### src/rtl/pc_fetch_ctrl.sv
// Instruction fetch controller: one outstanding imem request, a single fetch slot,
// and redirect/trap kill handling. Optional macro PC_TRAP_EN adds the trap port.
module pc_fetch_ctrl #(
  parameter logic [31:0] RESET_PC = 32'h0000_0000,
  parameter logic [31:0] TRAP_VEC = 32'h0000_0100
) (
  input  logic        clk,
  input  logic        rst,
  input  logic        stall,
  input  logic        redirect_valid,
  input  logic [31:0] redirect_pc,
`ifdef PC_TRAP_EN
  input  logic        trap,
`endif
  output logic        imem_req,
  output logic [31:0] imem_addr,
  input  logic        imem_ack,
  input  logic [31:0] imem_rdata,
  output logic        if_valid,
  output logic [31:0] if_pc,
  output logic [31:0] if_instr
);

  // state | meaning
  // IDLE  | one quiet cycle after reset, no request
  // FETCH | imem_req high at pc, waiting for imem_ack
  // FULL  | slot holds an instruction, waiting for decode to take it
  localparam logic [1:0] ST_IDLE  = 2'd0;
  localparam logic [1:0] ST_FETCH = 2'd1;
  localparam logic [1:0] ST_FULL  = 2'd2;

  localparam logic [31:0] ALIGN_MASK = 32'hFFFF_FFFC;

  logic [1:0]  state_q, state_d;
  logic [31:0] pc_q, pc_d;
  logic        pend_q, pend_d;
  logic [31:0] pend_pc_q, pend_pc_d;
  logic        valid_q, valid_d;
  logic [31:0] if_pc_q, if_pc_d;
  logic [31:0] if_instr_q, if_instr_d;

  logic        trap_w;
  logic        kill_ext;
  logic [31:0] ext_tgt;

`ifdef PC_TRAP_EN
  assign trap_w = trap;
`else
  assign trap_w = 1'b0;
`endif

  // trap outranks redirect; the pending redirect is consulted only in FETCH on ack
  assign kill_ext = trap_w | redirect_valid;
  assign ext_tgt  = trap_w ? (TRAP_VEC & ALIGN_MASK) : (redirect_pc & ALIGN_MASK);

  always_comb begin
    state_d    = state_q;
    pc_d       = pc_q;
    pend_d     = pend_q;
    pend_pc_d  = pend_pc_q;
    valid_d    = valid_q;
    if_pc_d    = if_pc_q;
    if_instr_d = if_instr_q;
    case (state_q)
      ST_IDLE: begin
        state_d = ST_FETCH;
        if (kill_ext) pc_d = ext_tgt;
      end
      ST_FETCH: begin
        if (imem_ack) begin
          if (kill_ext) begin
            pc_d   = ext_tgt;
            pend_d = 1'b0;
          end else if (pend_q) begin
            pc_d   = pend_pc_q;
            pend_d = 1'b0;
          end else begin
            if_pc_d    = pc_q;
            if_instr_d = imem_rdata;
            valid_d    = 1'b1;
            pc_d       = pc_q + 32'd4;
            state_d    = ST_FULL;
          end
        end else if (kill_ext) begin
          // address must stay put until the in-flight request is acked
          pend_d    = 1'b1;
          pend_pc_d = ext_tgt;
        end
      end
      ST_FULL: begin
        if (kill_ext) begin
          valid_d = 1'b0;
          pc_d    = ext_tgt;
          state_d = ST_FETCH;
        end else if (!stall) begin
          valid_d = 1'b0;
          state_d = ST_FETCH;
        end
      end
      default: state_d = ST_IDLE;
    endcase
  end

  always_ff @(posedge clk) begin
    if (rst) begin
      state_q    <= ST_IDLE;
      pc_q       <= RESET_PC & ALIGN_MASK;
      pend_q     <= 1'b0;
      pend_pc_q  <= 32'd0;
      valid_q    <= 1'b0;
      if_pc_q    <= 32'd0;
      if_instr_q <= 32'd0;
    end else begin
      state_q    <= state_d;
      pc_q       <= pc_d;
      pend_q     <= pend_d;
      pend_pc_q  <= pend_pc_d;
      valid_q    <= valid_d;
      if_pc_q    <= if_pc_d;
      if_instr_q <= if_instr_d;
    end
  end

  assign imem_req  = (state_q == ST_FETCH);
  assign imem_addr = pc_q;
  assign if_valid  = valid_q;
  assign if_pc     = if_pc_q;
  assign if_instr  = if_instr_q;

endmodule
### config.mk
export PLATFORM = sky130hd
export DESIGN_NAME = pc_fetch_ctrl
export DESIGN_NICKNAME = d
export VERILOG_FILES = /design/src/rtl/pc_fetch_ctrl.sv
export SDC_FILE = /design/constraint.sdc
export NUM_CORES = 1
export LEC_CHECK = 0
export BUFFER_PORTS_ARGS = -buffer_cell sky130_fd_sc_hd__buf_2
export CORE_MARGIN = 2
export CORE_UTILIZATION = 45
export DETAILED_ROUTE_END_ITERATION = 7
export PLACE_DENSITY = 0.71
export SYNTH_ARGS = -nofsm -noshare
export SYNTH_HDL_FRONTEND = slang
export SYNTH_SLANG_ARGS = --single-unit
### constraint.sdc
create_clock -name clk -period 4.8 [get_ports clk]
set_clock_uncertainty 0.1 [all_clocks]
set_input_delay 0.24 -clock clk [delete_from_list [all_inputs] [get_ports clk]]
set_output_delay 0.24 -clock clk [all_outputs]
set_load 0.02 [all_outputs]
==> flow_summary.ini <==
[logic_synthesis]
syn_area_mm2 = 0.00562
ys.flop_type = dfxtp_1
postSynthCellCount = 757
yosysWarningCount = 0
synth_edf_count = 0
synth-seq-area-share_pct = 44.9
synth.distinct_cells = 58
syn_area_per_cell_um2 = 7.43
async_flop_share_pct = 0
synth_seq_cells = 126

[timing]
timing.final.max_slew_violations = 0
post-route-min-period_ns = 2.62
rsz0062_at_grt = no
hold_viol_final = 0
fin_setup_tns_ns = 0
tightest_slew_ns = 1.15
timing.final.crit_share_pct = 54.6
setup_viol = 0
holdWs_ns = 0.120
slew_headroom_pct = 23.2
max_freq_ghz = 0.382

[cts]
cts_root_buf = clkbuf_16
htreeDepth = 4
clockBufferDepth = 2
postCtsSetupRepairBufs = 0
clk_pin_slew_worst_paths_ns = 0.06
cts_tree = built
clk_latency_ns = 0.42
clock_sinks = 126
cts_made_buffers = 17

[detailed_routing]
wl_per_cell_um = 15.3
dr.first_iter.drc_count = 507
vias = 6000
viasPerCell = 5.31
drc_errors = 0
drt_first_pass_iters = 5
final_antenna_net_count = 0
wirelength_um = 17300

[power_and_ir_drop]
combPwrFrac_pct = 13.1
peakVddDrop_mv = 0.251
seqPwrFrac_pct = 41.1
p_per_area_mw_per_mm2 = 363
leakage_nw = 3.17
p_sw_share_pct = 26.5
p_int_mw = 2.05
fin_total_pwr_mw = 2.79
pwr-share-clk_pct = 45.8
power.switching_mw = 0.740

[hold_path]
min_path_type = in2reg
min_from = redirect_valid

[layout]
multi_input_area_mm2 = 0.00283
fin_util_pct = 63.5
n_fill_cell = 1104
regArea_mm2 = 0.00252
layout.nets = 1018
areaGrowthSynthToFinish_pct = 36.9
final_cell_area_mm2 = 0.00770
drive_gt1_share_pct = 22.3

[placed_design]
place_congestion = 0.858
placed_area_mm2 = 0.00647
numPortBuffers = 160
dp_hpwl_um = 10500

[die]
floorplan.initialDensity_pct = 46.4
die_w_um = 116
core_mm2 = 0.0121
top_level_ports = 167
fp-row-count = 40
die_y_um = 116
dieArea_mm2 = 0.0134

[worst_setup_path]
crit_buf_inv = 3
worstSetupEndpointType = register
worstSetupStartpoint = imem_ack
path_class = in2reg
cp-start-kind = primary input
timing.rr.start = state_q[0]
crit_family = buffers and inverters
critPathMaxStageDelay_ns = 0.90
crit_fanout = 44
cp.arrival_ns = 2.86
cpMaxStageDelayCell = nor3_2
cp_cell_sequence = dlygate4sd3_1, buf_2, nand3b_1, nor3_2, buf_4, nand2_1, a21oi_1
crit_required_ns = 5.04

[global_route]
grt-ovfl-total = 0
grt_pass1_vias = 5419
grt_pass1_wl_um = 26800
grt_max_degree = 76
antenna_found_initial = 0
grt_use_total_pct = 25.7

[job]
maxCapViolCount = 0

[status]
status = finished, final reports clean
-- cells in the mapped netlist, drive strengths merged (5+ instances only) --
library cell | instances | area share [%]
nand2 | 238 | 16
nor2 | 21 | 1.4
nor3 | 5 | 0.45
xor2 | 5 | 0.78
and4 | 6 | 0.93
and3 | 5 | 0.56
inv | 11 | 0.73
o32ai | 5 | 0.78
a21oi | 137 | 12
nor4 | 9 | 1.5
nand2b | 8 | 0.89
clkbuf | 55 | 3.7
dfxtp | 126 | 45
buf | 7 | 0.78
o21ai | 27 | 2.4
a211oi | 5 | 0.67
nand3 | 25 | 2.6
-- power by group through the flow --
stage / Combinational [mW] / Clock (mW) / Sequential (mW)
6_report: 0.365 / 1.28 / 1.15
3_5_place_dp: 0.322 / 0 / 1.17
2_1_floorplan: 0.176 / 0 / 1.19
3_3_place_gp: 0.319 / 0 / 1.17
5_1_grt: 0.399 / 1.35 / 1.15
4_1_cts: 0.362 / 1.30 / 1.15
-- cell families after synthesis --
family / count (synthesis) / share of synthesized area (%)
multiplexers: 2 / 0.356
buffers and inverters: 73 / 5.21
AND/OR/NAND/NOR: 341 / 27.4
flip-flops: 126 / 44.9
AO/OA/AOI/OAI: 205 / 20.6
XOR/XNOR: 8 / 1.25
other: 1 / 0.0667
adder cells (fa/ha/maj): 1 / 0.223
-- per-layer routing --
layer / GRT usage [%] / part of all wire [%]
met1: 31.3 / 42
met2: 43.3 / 50
met3: 9.00 / 7.4
met4: 6.90 / 1.2
met5: 0 / 0
-- sequential cells by signal, summed over array words and instances, names as in the netlist --
register   count
if_instr      32
if_pc         30
if_valid       1
imem_addr     30
pend_pc_q     30
pend_q         1
state_q        2
-- worst paths after layout --
path	end	slack [ns]	cells past startpoint
min	pend_q	0.12	3
max	if_instr[2]	2.18	7
max reg2reg	if_instr[2]	2.21	5
min reg2reg	if_instr[7]	0.35	2
-- layout make-up --
type                            count  area share (%)
Clock buffer                       22            6.29
Antenna cell                        1          0.0325
Multi-Input combinational cell    561            36.8
Clock inverter                     10            1.45
Inverter                           11           0.536
Sequential cell                   126            32.8
Tap cell                          168            2.73
Timing Repair Buffer              231            19.4
-- what timing repair did --
| item | in CTS | in global routing |
|---|---|---|
| endpoints found under the hold margin | 64 | 0 |
| resized for setup | 0 | 0 |
| hold buffers | 63 | 0 |
-- layout by cell type, fill, tap and decap left out, drive strengths merged, types with 6 or more instances in the layout --
master       netlist  routed
nand2            238     238
buf                7     168
a21oi            137     137
dfxtp            126     126
dlygate4sd3        0      63
o21ai             27      27
nand3             25      25
clkbuf            55      22
nor2              21      21
inv               11      11
nor4               9       9
nand2b             8       8
and4               6       6
-- worst register-to-register path, cell delays in order, from the launching register on --
cell and delay (ns):
dfxtp_1 0.46, nand3b_1 0.21, nor3_2 0.90, buf_4 0.56
nand2_1 0.13, a21oi_1 0.15
-- through the flow --
step | std cells | setup slack (ns)
5_1_grt | 1129 | 1.90
6_report | 1130 | 2.18
4_1_cts | 1129 | 2.24
3_3_place_gp | 1034 | 2.26
2_1_floorplan | 760 | 2.63
3_5_place_dp | 1034 | 2.25
Note: power is estimated with default switching activity, not from simulation.
